**config.mk**
```make
export PLATFORM = sky130hd
export DESIGN_NAME = gigatron_gt1_loader
export DESIGN_NICKNAME = d
export VERILOG_FILES = /design/src/rtl/gigatron_gt1_pkg.sv /design/src/rtl/gigatron_gt1_loader.sv
export SDC_FILE = /design/constraint.sdc
export NUM_CORES = 1
export LEC_CHECK = 0
export BUFFER_PORTS_ARGS = -buffer_cell sky130_fd_sc_hd__buf_2
export CAP_MARGIN = 30
export CELL_PAD_IN_SITES_DETAIL_PLACEMENT = 2
export CELL_PAD_IN_SITES_GLOBAL_PLACEMENT = 2
export CORE_MARGIN = 3
export CORE_UTILIZATION = 36
export CTS_BUF_LIST = sky130_fd_sc_hd__clkbuf_8
export DETAILED_ROUTE_END_ITERATION = 16
export GPL_TIMING_DRIVEN = 0
export HOLD_SLACK_MARGIN = 0.06
export PLACE_DENSITY = 0.95
export SYNTH_ARGS = -nofsm -noshare
export SYNTH_HDL_FRONTEND = slang
export SYNTH_SLANG_ARGS = --single-unit
```
**constraint.sdc**
```tcl
create_clock -name clk -period 4.8 [get_ports clk]
set_input_delay 0.96 -clock clk [delete_from_list [all_inputs] [get_ports clk]]
set_output_delay 0.96 -clock clk [all_outputs]
set_load 0.01 [all_outputs]
```
**src/rtl/gigatron_gt1_pkg.sv**
```systemverilog
// Shared types and GT1 file-format constants for the Gigatron GT1 loader.
package gigatron_gt1_pkg;

    typedef enum logic [3:0] {
        IDLE,
        SEG_HI,
        SEG_LO,
        SEG_SIZE,
        DATA,
        WRITE,
        EXEC_HI,
        EXEC_LO,
        DONE,
        ERROR
    } gt1_state_t;

    localparam logic [7:0] END_HI          = 8'h00;
    localparam int         SIZE_ZERO_MEANS = 256;

    // A size byte of zero encodes a full 256-byte segment.
    function automatic logic [8:0] size_decode(input logic [7:0] b);
        return (b == 8'h00) ? 9'(SIZE_ZERO_MEANS) : {1'b0, b};
    endfunction

endpackage

```
**src/rtl/gigatron_gt1_loader.sv**
```systemverilog
// Streams a GT1 image from an external option ROM into Gigatron RAM while holding the CPU.
// Define GT1_LOADER_BOUNDS_EN to flag reads past ROM_DEPTH as an error instead of wrapping.
module gigatron_gt1_loader
    import gigatron_gt1_pkg::*;
#(
    parameter int ROM_DEPTH  = 32768,
    parameter int RAM_ADDR_W = 16
) (
    input  logic                  clk,
    input  logic                  reset_n,
    input  logic                  start,
    output logic [15:0]           rom_addr,
    input  logic [7:0]            rom_data,
    output logic [RAM_ADDR_W-1:0] ram_addr,
    output logic [7:0]            ram_wdata,
    output logic                  ram_we,
    input  logic                  ram_ready,
    output logic                  cpu_hold,
    output logic                  done,
    output logic                  error,
    output logic [15:0]           exec_addr
);

    gt1_state_t            r_state;
    logic [15:0]           r_rom_addr;
    logic [7:0]            r_seg_hi;
    logic [7:0]            r_seg_lo;
    logic [8:0]            r_remain;
    logic                  r_first;
    logic [RAM_ADDR_W-1:0] r_ram_addr;
    logic [7:0]            r_ram_wdata;
    logic                  r_ram_we;
    logic                  r_cpu_hold;
    logic                  r_done;
    logic                  r_error;
    logic [15:0]           r_exec_addr;

    logic                  w_reads_rom;
    logic                  w_oob;

    assign w_reads_rom = (r_state == SEG_HI)  || (r_state == SEG_LO)  ||
                         (r_state == SEG_SIZE) || (r_state == DATA)   ||
                         (r_state == EXEC_LO) || (r_state == EXEC_HI);

`ifdef GT1_LOADER_BOUNDS_EN
    assign w_oob = ({16'd0, r_rom_addr} >= 32'(ROM_DEPTH));
`else
    assign w_oob = 1'b0;
`endif

    always_ff @(posedge clk) begin
        if (!reset_n) begin
            r_state     <= IDLE;
            r_rom_addr  <= '0;
            r_seg_hi    <= '0;
            r_seg_lo    <= '0;
            r_remain    <= '0;
            r_first     <= 1'b0;
            r_ram_addr  <= '0;
            r_ram_wdata <= '0;
            r_ram_we    <= 1'b0;
            r_cpu_hold  <= 1'b0;
            r_done      <= 1'b0;
            r_error     <= 1'b0;
            r_exec_addr <= '0;
        end else begin
            r_done <= 1'b0;
            if (w_reads_rom && w_oob) begin
                r_state    <= ERROR;
                r_error    <= 1'b1;
                r_cpu_hold <= 1'b0;
                r_ram_we   <= 1'b0;
            end else begin
                case (r_state)
                    IDLE, ERROR: begin
                        if (start) begin
                            r_state    <= SEG_HI;
                            r_rom_addr <= '0;
                            r_error    <= 1'b0;
                            r_cpu_hold <= 1'b1;
                            r_first    <= 1'b1;
                        end
                    end
                    SEG_HI: begin
                        r_rom_addr <= r_rom_addr + 16'd1;
                        // The first segment may legitimately start in page zero.
                        if (rom_data == END_HI && !r_first) begin
                            r_state <= EXEC_LO;
                        end else begin
                            r_seg_hi <= rom_data;
                            r_first  <= 1'b0;
                            r_state  <= SEG_LO;
                        end
                    end
                    SEG_LO: begin
                        r_seg_lo   <= rom_data;
                        r_rom_addr <= r_rom_addr + 16'd1;
                        r_state    <= SEG_SIZE;
                    end
                    SEG_SIZE: begin
                        r_remain   <= size_decode(rom_data);
                        r_rom_addr <= r_rom_addr + 16'd1;
                        r_state    <= DATA;
                    end
                    DATA: begin
                        r_ram_wdata <= rom_data;
                        r_ram_addr  <= RAM_ADDR_W'({r_seg_hi, r_seg_lo});
                        r_ram_we    <= 1'b1;
                        r_state     <= WRITE;
                    end
                    WRITE: begin
                        if (ram_ready) begin
                            r_ram_we   <= 1'b0;
                            r_remain   <= r_remain - 9'd1;
                            r_seg_lo   <= r_seg_lo + 8'd1;
                            r_rom_addr <= r_rom_addr + 16'd1;
                            r_state    <= (r_remain == 9'd1) ? SEG_HI : DATA;
                        end
                    end
                    // EXEC_LO takes the execution high byte, EXEC_HI the low byte after it.
                    EXEC_LO: begin
                        r_exec_addr[15:8] <= rom_data;
                        r_rom_addr        <= r_rom_addr + 16'd1;
                        r_state           <= EXEC_HI;
                    end
                    EXEC_HI: begin
                        r_exec_addr[7:0] <= rom_data;
                        r_rom_addr       <= r_rom_addr + 16'd1;
                        r_done           <= 1'b1;
                        r_cpu_hold       <= 1'b0;
                        r_state          <= DONE;
                    end
                    DONE: begin
                        r_state <= IDLE;
                    end
                    default: begin
                        r_state <= IDLE;
                    end
                endcase
            end
        end
    end

    assign rom_addr  = r_rom_addr;
    assign ram_addr  = r_ram_addr;
    assign ram_wdata = r_ram_wdata;
    assign ram_we    = r_ram_we;
    assign cpu_hold  = r_cpu_hold;
    assign done      = r_done;
    assign error     = r_error;
    assign exec_addr = r_exec_addr;

endmodule

```
# Yosys cells after proc, flatten, opt, wreduce, memory -nomap -nowiden
# Cells that the tools add are included.
[totals]
ff_bits = 89
latchBits = 0
mem_bits_rw = 0
mem_bits_ro = 0
output_inout_bits = 60
elab_cells = 69
n_memories = 0
[op_classes]
addsub = 3
n_mul = 0
n_div = 0
magnitude_cmp = 0
n_eq_ne = 12
n_shift = 0
muxes = 20
bitwise = 1
reduce_logical = 20
[ops]
columns = ["op", "count"]
rows = [
  ["$pmux W16 S3", 1],
  ["$mux W16", 2],
  ["$pmux W4 S8", 1],
  ["$mux W9", 2],
  ["$pmux W9 S2", 1],
  ["$add A16 B1 Y16 const B", 1],
  ["$eq A4 B3 Y1 const B", 4],
  ["$pmux W8 S2", 1],
  ["$reduce_and A2 Y1", 6],
  ["$reduce_bool A2 Y1", 5],
  ["$eq A9 B1 Y1 const B", 1],
  ["$sub A9 B1 Y9 const B", 1],
  ["$add A8 B1 Y8 const B", 1],
  ["$eq A4 B2 Y1 const B", 2],
  ["$logic_not A8 Y1", 1],
  ["$mux W4", 2],
  ["$mux W8", 1],
  ["$mux W3", 2],
  ["$ne A2 B2 Y1 const B", 3],
  ["$pmux W1 S2", 3],
  ["$reduce_and A3 Y1", 2],
  ["$reduce_or A5 Y1", 1],
  ["$eq A4 B1 Y1 const B", 1],
  ["$eq A4 B4 Y1 const B", 1],
  ["other kinds (7)", 10],
]

# Longest topological paths before layout
# Gate-level depths: netlist of run 1.
[depth]
word_depth = 4
depth_mapped = 7

# Least setup slack after synthesis of run 1
# No wires, ideal clock.
[synth_path]
path_type = "input to register"
startpoint = "input rom_data[0]"
endpoint = "register r_seg_hi[0]"
t_arrival_ps = 2306
path_slack_ps = 2366
path_stages = 5
path_buffers = 1
cell_sequence = "buf_8 or4_4 o31ai_4 mux2i_1 nor2_1"
[synth_between]
elab_chain_len = 4
[synth_lines]
columns = ["item", "line", "source"]
rows = [
  ["start: declaration", "gigatron_gt1_loader.sv:13", "input logic [7:0] rom_data,"],
  ["$logic_not A8 Y1", "gigatron_gt1_loader.sv:87", "if (rom_data == END_HI && !r_first) begin"],
  ["$logic_and A1 B1 Y1", "gigatron_gt1_loader.sv:87", ""],
  ["$not A1 Y1 (no line)", "--", ""],
  ["$reduce_and A2 Y1 (no line)", "--", ""],
  ["end signal: assignment", "gigatron_gt1_loader.sv:90", "r_seg_hi <= rom_data;"],
  ["end: declaration", "gigatron_gt1_loader.sv:26", "logic [7:0] r_seg_hi;"],
]
# Parallel ways exist; a longest one is shown, timed or not.
# A chain may end at the register's enable or synchronous reset.

# Final worst setup path of run 1
[layout_path]
startpoint = "input start"
endpoint = "register r_rom_addr[1], in the netlist rom_addr[1]"
[layout_between]
elab_chain_len = 2
[layout_lines]
columns = ["item", "line", "source"]
rows = [
  ["start: declaration", "gigatron_gt1_loader.sv:11", "input logic start,"],
  ["$ne A2 B2 Y1 (no line)", "--", ""],
  ["$reduce_and A3 Y1 (no line)", "--", ""],
  ["end signal: assignment", "gigatron_gt1_loader.sv:85", "r_rom_addr <= r_rom_addr + 16'd1;"],
  ["end signal: assignment", "gigatron_gt1_loader.sv:97", "r_rom_addr <= r_rom_addr + 16'd1;"],
  ["end signal: assignment", "gigatron_gt1_loader.sv:102", "r_rom_addr <= r_rom_addr + 16'd1;"],
  ["end: declaration", "gigatron_gt1_loader.sv:25", "logic [15:0] r_rom_addr;"],
]
# Every way passes these cells.

==> flow_summary_export.csv, run 1 <==
group,metric,value,unit
floorplanning,die_area,0.0126,mm²
cts,clkLatencyLatePin,380,ps
power_and_ir_drop,peakVddDrop,0.000185,V
power_and_ir_drop,p_leak,1.82,nW
job,max_cap_viol_count,0,
worst_hold_path,min_from,"exec_addr[9]",
cts,clk_pin_slew,110,ps
logic_synthesis,netlist_area,0.00407,mm²
layout,fin_cells,732,
worst_setup_path,cp-start-kind,"primary input",
worst_setup_path,crit_buf_inv,3,
route,wl_met2,9210,µm
layout,final_nets,603,
worst_setup_path,cp_top_family,"buffers and inverters",
floorplanning,core,0.0109,mm²
worst_setup_path,cp_max_fo,10,
global_routing,overflow,0,
worst_setup_path,crit_top_cell,"buf_2",
layout,stdcell_area,0.00479,mm²
floorplanning,start_util,37.2,%
timing,setup_viol,0,
worst_setup_path,worstPathRequired,5050,ps
floorplanning,num_rows,38,
place,placed_area,0.00458,mm²
timing,worst_pin_slew,866,ps
route,drt_iter0_drc,199,
worst_hold_path,worstHoldPathType,"flop to flop",
logic_synthesis,synth_cell_types,62,
logic_synthesis,syn_area_per_cell,8.02,µm²
route,avgRoutedWirePerCell,24.9,µm
route,drt-met1-wl,7260,µm
logic_synthesis,syn_inst,507,
floorplanning,die_h,112,µm
cts,clock_tree.buffer_depth,2,
layout,drive_gt1_share,17.2,%
cts,cts_sinks,89,
route,wl_met3,852,µm
logic_synthesis,ys_async_sr_fraction,0,%
worst_hold_path,worstHoldEndpoint,"exec_addr[9]",
place,dp_hpwl,11300,µm
place,dp_cells,715,
worst_setup_path,slowest_stage,"a221oi_1",
logic_synthesis,synth_edf_count,0,
route,routed_wl,18300,µm
global_routing,grt_util_all_layers,29.2,%
layout,final_core_util,43.8,%
outcome,outcome,"finished, final reports clean",
worst_setup_path,slowest_delay,520,ps
cts,postCtsSetupBuffers,0,
route,post_drt_via_cell_ratio,6.10,
global_routing,grt_pass1_vias,5052,
cts,hold_buffers,0,
worst_setup_path,critical_path_class,"primary input to flop",
worst_hold_path,whs_path_depth,2,
worst_setup_path,rr_worst_depth,7,
timing,max_slew_margin,41.7,%
route,top_layer,"met4",
floorplanning,io_pins,72,
cts,cts_resized,0,
global_routing,antenna_found_initial,0,
place,port_buffers,68,
worst_setup_path,rr_endpoint,"rom_addr[9]",
route,drc,0,
route,ant_nets,0,
floorplanning,die_w,112,µm
worst_setup_path,cp-end-kind,"flop",
timing,rsz0062_at_grt,"false",
route,vias,4462,
cts,cts-root-buf,"clkbuf_8",
layout,syn_to_final_growth,17.8,%
cts,cts_buffers,9,
global_routing,grt_pass1_wl,29000,µm
timing,clock_skew,20.4,ps
logic_synthesis,synth_seq_cells,89,
power_and_ir_drop,p_per_area,370,mW/mm²
layout,n_antenna_cell,0,
cts,cts_max_level,3,
global_routing,grt_max_degree,17,
logic_synthesis,synth_nets,523,
timing,final_max_slew_viol_count,0,
cts,cts_tree,"done",
timing,fin_crit,2720,ps
timing,fmaxAchievable,0.368,GHz
worst_setup_path,crit_chain,"buf_2, or2_2, a221oi_1, clkbuf_1, buf_2, mux2i_1, nor2_1",
worst_setup_path,arrival,2970,ps
logic_synthesis,synthFlopType,"dfxtp_1",
logic_synthesis,synth_warnings,0,
route,drtPass1Iterations,4,
timing,fin_crit_sh,56.7,%
logic_synthesis,seq_area_frac_synth,43.8,%
worst_setup_path,rr_startpoint,"r_state[2]",
place,gp_congestion,0.887,
timing,hold_viol,0,
timing,tns,0,ps
worst_setup_path,reg2reg_slack,2120,ps
[cells in the final DEF, fill, tap and decap left out, types with 3 or more instances in the layout]
cell type and instances:
a21oi_1 74, nand3_1 11, o21ai_0 25, and3_1 4, buf_2 75, inv_1 10, dfxtp_1 89, nand2_1 95
nor2b_1 3, nor2_1 29, o31ai_1 7, and4_1 3, mux2i_1 11, o21a_1 4, and2_1 4, nor4_1 7
clkbuf_8 9, or4_1 9, nor3b_1 7, or3_1 10, nand4_1 7, nor3_1 12, clkbuf_1 25, clkinv_4 3
ha_1 4
[routing by layer]
metal | vias to the layer above | global-route usage (%)
met4 | 0 | 16.0
li1 | 1961 | -
met5 | - | 0
met2 | 179 | 51.9
met3 | 71 | 5.71
met1 | 2251 | 32.5
[cells in the mapped netlist, types with 2 or more instances]
cell type   n  share of area [%]
nor3b_1     7                1.3
nand2_1    95                8.8
nor4_1      7                1.1
buf_2       7               0.86
or2_2       2               0.31
nor2_1     29                2.7
o21ai_1     2               0.25
a21oi_1    74                9.1
inv_1       9               0.83
o21ai_0    25                3.1
nor3_1     12                1.5
a211oi_1    2               0.37
o31ai_1     7                1.3
xnor2_1     2               0.43
nand3_1    11                1.4
and3b_1     2               0.43
or4_1       9                1.7
nor2b_1     3               0.46
a22oi_1     2               0.37
o22ai_1     2               0.31
dfxtp_1    89                 44
mux2i_1    11                2.7
and3_1      4               0.62
clkbuf_1   25                2.3
ha_1        4                1.2
o21a_1      4               0.74
nor4b_1     2               0.43
o221ai_1    2               0.43
or3_1      10                1.5
a41oi_1     2               0.43
o221a_2     2               0.55
and4_1      3               0.65
nand4_1     7                1.1
and2_1      4               0.62
a21o_1      2               0.37
[through the flow]
stage               worst slack [ps]  power, mW  hold slack [ps]
floorplan                       2370       1.06              432
global placement                1980       1.15              441
detailed placement              1800       1.19              451
CTS                             2120       1.76              468
global route                    2010       1.84              491
finish                          2080       1.77              466
[cells by family (layout without fill, tap and decap cells)]
group	Yosys count	count (layout)	synth area share [%]
buf+inv	45	130	4.74
simple gates	217	217	26.8
flops	89	89	43.8
xor+xnor	3	3	0.646
compound gates	136	136	19.7
mux	12	12	2.98
other cells	1	1	0.0922
fa+ha+maj	4	4	1.23
[how the worst max path moves through the flow]
stage,startpoint,to,slack [ps],cells after the start
after floorplan,rom_data[0],r_seg_hi[0],2370,5
after global placement,start,rom_addr[1],1980,7
after detailed placement,start,rom_addr[1],1800,7
after CTS,start,rom_addr[1],2120,7
after global routing,start,rom_addr[5],2010,7
final,start,rom_addr[1],2080,7
[power breakdown]
part	internal [mW]	leakage, nW	switching (mW)
Clock	0.246	0.106	0.321
Sequential	0.781	0.720	0.0523
Combinational	0.122	0.995	0.250
Total	1.15	1.82	0.623
[final cells by class]
class | instances | area [µm²]
Fill cell | 1269 | 6140
Multi-Input combinational cell | 373 | 2090
Sequential cell | 89 | 1780
Timing Repair Buffer | 69 | 348
Tap cell | 140 | 175
Buffer | 35 | 155
Clock buffer | 9 | 124
Clock inverter | 7 | 77.6
Inverter | 10 | 37.5
[registers in the layout, indices dropped and copies added, names as in the netlist]
register and count:
cpu_hold 1, done 1, exec_addr 16, r_first 1, r_remain 9, r_seg_hi 8
r_seg_lo 8, r_state 4, ram_addr 16, ram_wdata 8, ram_we 1, rom_addr 16
[tightest hold or removal path: cells and delay by family (launching register included)]
| kind | cells | cell delay, ps |
|---|---|---|
| DFF | 1 | 330 |
| AOI/OAI and AO/OA | 1 | 50 |
| and+or+nand+nor | 1 | 50 |
(Power assumes the default switching activity.)
==> inputs of run 2 (changes only) <==
--- a/config.mk
+++ b/config.mk
@@ -10,12 +10,12 @@
 export CELL_PAD_IN_SITES_DETAIL_PLACEMENT = 2
 export CELL_PAD_IN_SITES_GLOBAL_PLACEMENT = 2
 export CORE_MARGIN = 3
-export CORE_UTILIZATION = 36
+export CORE_UTILIZATION = 30
 export CTS_BUF_LIST = sky130_fd_sc_hd__clkbuf_8
 export DETAILED_ROUTE_END_ITERATION = 16
 export GPL_TIMING_DRIVEN = 0
 export HOLD_SLACK_MARGIN = 0.06
-export PLACE_DENSITY = 0.95
+export PLACE_DENSITY = 0.85
 export SYNTH_ARGS = -nofsm -noshare
 export SYNTH_HDL_FRONTEND = slang
 export SYNTH_SLANG_ARGS = --single-unit
==> constraint.sdc (replaced) <==
create_clock -name clk -period 2.48 [get_ports clk]
set_input_delay 0.496 -clock clk [delete_from_list [all_inputs] [get_ports clk]]
set_output_delay 0.496 -clock clk [all_outputs]
set_load 0.01 [all_outputs]
==> flow_summary_export.csv, run 2 (synthesis gave the netlist of run 1 again) <==
group,metric,value,unit
timing,fmaxAchievable,0.437,GHz
power_and_ir_drop,peakVddDrop,0.000383,V
layout,syn_to_final_growth,19.2,%
timing,setup_viol,0,
cts,clk_pin_slew,100,ps
route,drt_iter0_drc,218,
route,drc,0,
cts,hold_buffers,0,
layout,drive_gt1_share,17.4,%
timing,clock_skew,10.8,ps
power_and_ir_drop,p_per_area,707,mW/mm²
global_routing,antenna_found_initial,0,
route,drtPass1Iterations,4,
floorplanning,die_w,122,µm
timing,max_slew_margin,30.9,%
cts,clock_tree.buffer_depth,2,
route,avgRoutedWirePerCell,20.2,µm
cts,cts_max_level,3,
floorplanning,num_rows,41,
worst_setup_path,slowest_stage,"dfxtp_1",
place,gp_congestion,0.804,
cts,clkLatencyLatePin,400,ps
global_routing,grt_max_degree,19,
job,max_cap_viol_count,0,
timing,tns,0,ps
floorplanning,start_util,31.5,%
worst_setup_path,critical_path_class,"flop to flop",
timing,final_max_slew_viol_count,0,
global_routing,grt_util_all_layers,21.5,%
timing,fin_crit,2290,ps
global_routing,grt_pass1_wl,25000,µm
layout,layout_commonest_cell,"nand2_1",
cts,cts_buffers,9,
power_and_ir_drop,p_leak,1.83,nW
floorplanning,io_pins,72,
worst_setup_path,cp_max_fo,10,
worst_hold_path,worstHoldPathType,"primary input to flop",
layout,final_cell_mix,"nand2_1, dfxtp_1, buf_2",
outcome,outcome,"finished, final reports clean",
worst_setup_path,crit_chain,"clkbuf_1, xnor2_1, nand2_1, nand2_1, clkbuf_1, a21oi_1",
cts,cts_sinks,89,
floorplanning,die_h,122,µm
timing,rsz0062_at_grt,"false",
layout,final_nets,602,
cts,cts-root-buf,"clkbuf_8",
power_and_ir_drop,finalPower,3.43,mW
global_routing,grt_pass1_vias,4549,
timing,fin_crit_sh,92.3,%
worst_setup_path,cp-start-kind,"flop",
floorplanning,die_area,0.0150,mm²
layout,fill_cells,1528,
floorplanning,core,0.0129,mm²
route,vias,4189,
worst_setup_path,cp-end-kind,"flop",
worst_setup_path,arrival,2550,ps
worst_setup_path,worstPathRequired,2740,ps
global_routing,overflow,0,
route,routed_wl,15400,µm
layout,final_core_util,37.5,%
route,post_drt_via_cell_ratio,5.49,
timing,worst_pin_slew,1030,ps
cts,cts_tree,"done",
place,port_buffers,68,
layout,n_antenna_cell,0,
timing,hold_viol,0,
worst_setup_path,slowest_delay,500,ps
route,ant_nets,0,
place,dp_hpwl,10800,µm
==> run 2: cell type report <==
class	count	area, µm²	share of cell area (%)
clock buffer	9	124	2.55
inverter	10	37.5	0.774
timing repair buffer	68	340	7.02
clock inverter	7	97.6	2.01
sequential	89	1780	36.7
multi-input combinational	373	2100	43.3
tap	172	215	4.44
buffer	35	155	3.20
==> run 2: metrics by stage <==
stage	hold WS [ps]	instance area (µm²)	setup slack, ps	cells
after floorplan	432	4070	510	507
after global placement	439	4620	126	747
after detailed placement	450	4620	21.9	747
after CTS	367	4840	18.9	763
after global routing	389	4850	22.6	763
final	381	4850	192	763
==> run 2: path summary, 6_finish.rpt <==
path / slack, ps / startpoint / to / depth (start not counted)
max reg2reg: 190 / r_state[3] / rom_addr[9] / 6
min: 380 / rom_data[0] / exec_addr[8] / 3
min reg2reg: 460 / ram_wdata[6] / ram_wdata[6] / 2
max: 190 / r_state[3] / rom_addr[9] / 6
==> run 2: report_power, final <==
group / switching (mW) / leakage (nW) / internal (mW) / total (mW)
Sequential: 0.0901 / 0.720 / 1.51 / 1.60
Clock: 0.651 / 0.113 / 0.501 / 1.15
Combinational: 0.438 / 0.994 / 0.235 / 0.673
==> run 2: repair_timing <==
action	in CTS	in global routing
resized for setup	0	1
endpoints found under the setup margin	0	10
setup buffers	0	0
==> run 2: routing by layer <==
layer | vias to the layer above | share of wire (%) | GRT usage, %
li1 | 1966 | - | -
met1 | 2100 | 44 | 26.4
met2 | 101 | 51 | 37.4
met3 | 22 | 3.7 | 3.78
met4 | 0 | 1.8 | 7.98
met5 | - | 0 | 0
==> run 2: critical path: cells and delay by family (launching register included) <==
| kind | cells | cell delay (ps) |
|---|---|---|
| flops | 1 | 500 |
| compound gates | 1 | 110 |
| xor+xnor | 1 | 250 |
| buf+inv | 2 | 880 |
| simple gates | 2 | 410 |
==> inputs of run 3 (changes only) <==
--- a/config.mk
+++ b/config.mk
@@ -7,13 +7,13 @@
 export LEC_CHECK = 0
 export BUFFER_PORTS_ARGS = -buffer_cell sky130_fd_sc_hd__buf_2
 export CAP_MARGIN = 30
-export CELL_PAD_IN_SITES_DETAIL_PLACEMENT = 2
-export CELL_PAD_IN_SITES_GLOBAL_PLACEMENT = 2
+export CELL_PAD_IN_SITES_DETAIL_PLACEMENT = 1
+export CELL_PAD_IN_SITES_GLOBAL_PLACEMENT = 1
 export CORE_MARGIN = 3
-export CORE_UTILIZATION = 30
+export CORE_UTILIZATION = 38
 export CTS_BUF_LIST = sky130_fd_sc_hd__clkbuf_8
 export DETAILED_ROUTE_END_ITERATION = 16
-export GPL_TIMING_DRIVEN = 0
+export GPL_TIMING_DRIVEN = 1
 export HOLD_SLACK_MARGIN = 0.06
 export PLACE_DENSITY = 0.85
 export SYNTH_ARGS = -nofsm -noshare
==> constraint.sdc (replaced) <==
create_clock -name clk -period 2.48 [get_ports clk]
set_input_delay 0.124 -clock clk [delete_from_list [all_inputs] [get_ports clk]]
set_output_delay 0.124 -clock clk [all_outputs]
set_load 0.01 [all_outputs]
==> flow_summary_export.csv, run 3 (synthesis gave the netlist of run 1 again) <==
group,metric,value,unit
timing,hold_viol,0,
timing,fin_crit,2150,ps
timing,max_slew_margin,43.3,%
global_routing,grt_max_degree,49,
cts,postCtsSetupBuffers,0,
worst_setup_path,critical_path_class,"primary input to flop",
place,dp_hpwl,8320,µm
floorplanning,num_rows,37,
timing,layout_setup_ws,334,ps
place,gp_congestion,0.850,
cts,clock_tree.buffer_depth,2,
cts,cts_sinks,89,
route,routed_wl,12400,µm
worst_setup_path,arrival,2400,ps
power_and_ir_drop,p_leak,1.82,nW
layout,layout_commonest_cell,"nand2_1",
global_routing,antenna_found_initial,0,
worst_setup_path,rr_startpoint,"r_state[0]",
worst_setup_path,reg2reg_slack,340,ps
cts,cts_tree,"done",
route,drc,0,
layout,syn_to_final_growth,17.3,%
place,placed_area,0.00452,mm²
timing,clock_skew,21.2,ps
route,post_drt_via_cell_ratio,5.63,
layout,n_antenna_cell,0,
worst_hold_path,whs_path_depth,3,
route,drtPass1Iterations,4,
global_routing,overflow,0,
worst_hold_path,worstHoldEndpoint,"ram_wdata[0]",
worst_setup_path,cp-end-kind,"flop",
floorplanning,core,0.0104,mm²
worst_setup_path,rr_worst_depth,5,
layout,drive_gt1_share,18.8,%
layout,stdcell_area,0.00477,mm²
layout,final_nets,581,
global_routing,grt_util_all_layers,21.3,%
place,port_buffers,70,
worst_hold_path,worstHoldPathType,"primary input to flop",
cts,clk_pin_slew,100,ps
route,ant_nets,0,
worst_setup_path,worstPathRequired,2730,ps
floorplanning,die_h,109,µm
route,vias,3976,
timing,worst_pin_slew,851,ps
place,dp_slack,372,ps
power_and_ir_drop,peakVddDrop,0.000290,V
worst_setup_path,cp-start-kind,"primary input",
floorplanning,io_pins,72,
timing,tns,0,ps
cts,cts_max_level,3,
floorplanning,die_area,0.0120,mm²
timing,final_max_slew_viol_count,0,
layout,final_cell_mix,"nand2_1, dfxtp_1, a21oi_1",
route,drt_iter0_drc,177,
floorplanning,die_w,109,µm
worst_hold_path,min_from,"rom_data[0]",
timing,setup_viol,0,
route,avgRoutedWirePerCell,17.5,µm
cts,clkLatencyLatePin,380,ps
timing,fin_crit_sh,86.5,%
worst_setup_path,cp_max_fo,8,
job,max_cap_viol_count,0,
floorplanning,start_util,39.2,%
cts,cts-root-buf,"clkbuf_8",
timing,fmaxAchievable,0.466,GHz
outcome,outcome,"finished, final reports clean",
timing,rsz0062_at_grt,"false",
power_and_ir_drop,p_per_area,714,mW/mm²
global_routing,grt_pass1_vias,4006,
power_and_ir_drop,finalPower,3.41,mW
cts,cts_buffers,9,
worst_setup_path,rr_endpoint,"r_state[0]",
global_routing,grt_pass1_wl,20200,µm
-- run 3: cell types whose count changed in the layout (fill, tap and decap cells not counted), moves of 2 or more --
cell and change:
clkbuf_1 -25, buf_4 +9, buf_2 -5, dlygate4sd3_1 +2
-- run 3: critical path, stage by stage --
cell and delay, ps:
dlygate4sd3_1 540, buf_2 180, or4_1 610, o31ai_4 600, mux2i_1 280, nor2_1 60
-- run 3: worst max-delay path by stage --
stage                    to         from
5_1_grt        ram_addr[13]   r_state[3]
3_3_place_gp    r_seg_hi[4]  rom_data[1]
4_1_cts        ram_addr[13]   r_state[3]
6_report        r_seg_hi[1]  rom_data[2]
3_5_place_dp   ram_addr[13]   r_state[3]
2_1_floorplan   r_seg_lo[0]   r_state[2]
-- run 3: metal layers --
metal	global-route usage (%)	wire, µm
met1	27.5	5520
met2	35.6	6110
met3	4.76	585
met4	6.32	140
met5	0	0
-- run 3: area by class of cell --
class	count	area, µm²
fill	1306	5600
multi-input combinational	373	2100
sequential	89	1780
timing repair buffer	82	445
tap	136	170
clock buffer	9	124
clock inverter	7	109
inverter	10	37.5
-- run 3: metrics by stage --
stage	hold slack, ps	utilization, %	cells
floorplan	260	-	507
global placement	435	43.6	688
finish	80.1	46.0	706
global route	84.5	46.0	706
detailed placement	449	43.6	688
CTS	70.0	46.0	706
-- run 3: timing repair --
action / in CTS / in global routing
gates resized for setup: 0 / 0
hold buffers: 2 / 0
endpoints found under the hold margin: 6 / 0
-- run 3: report_power, final --
| part | total (mW) | switching (mW) | internal, mW |
|---|---|---|---|
| Sequential | 1.63 | 0.119 | 1.51 |
| Combinational | 0.592 | 0.361 | 0.231 |
| Clock | 1.19 | 0.594 | 0.591 |
| Total | 3.41 | 1.07 | 2.33 |
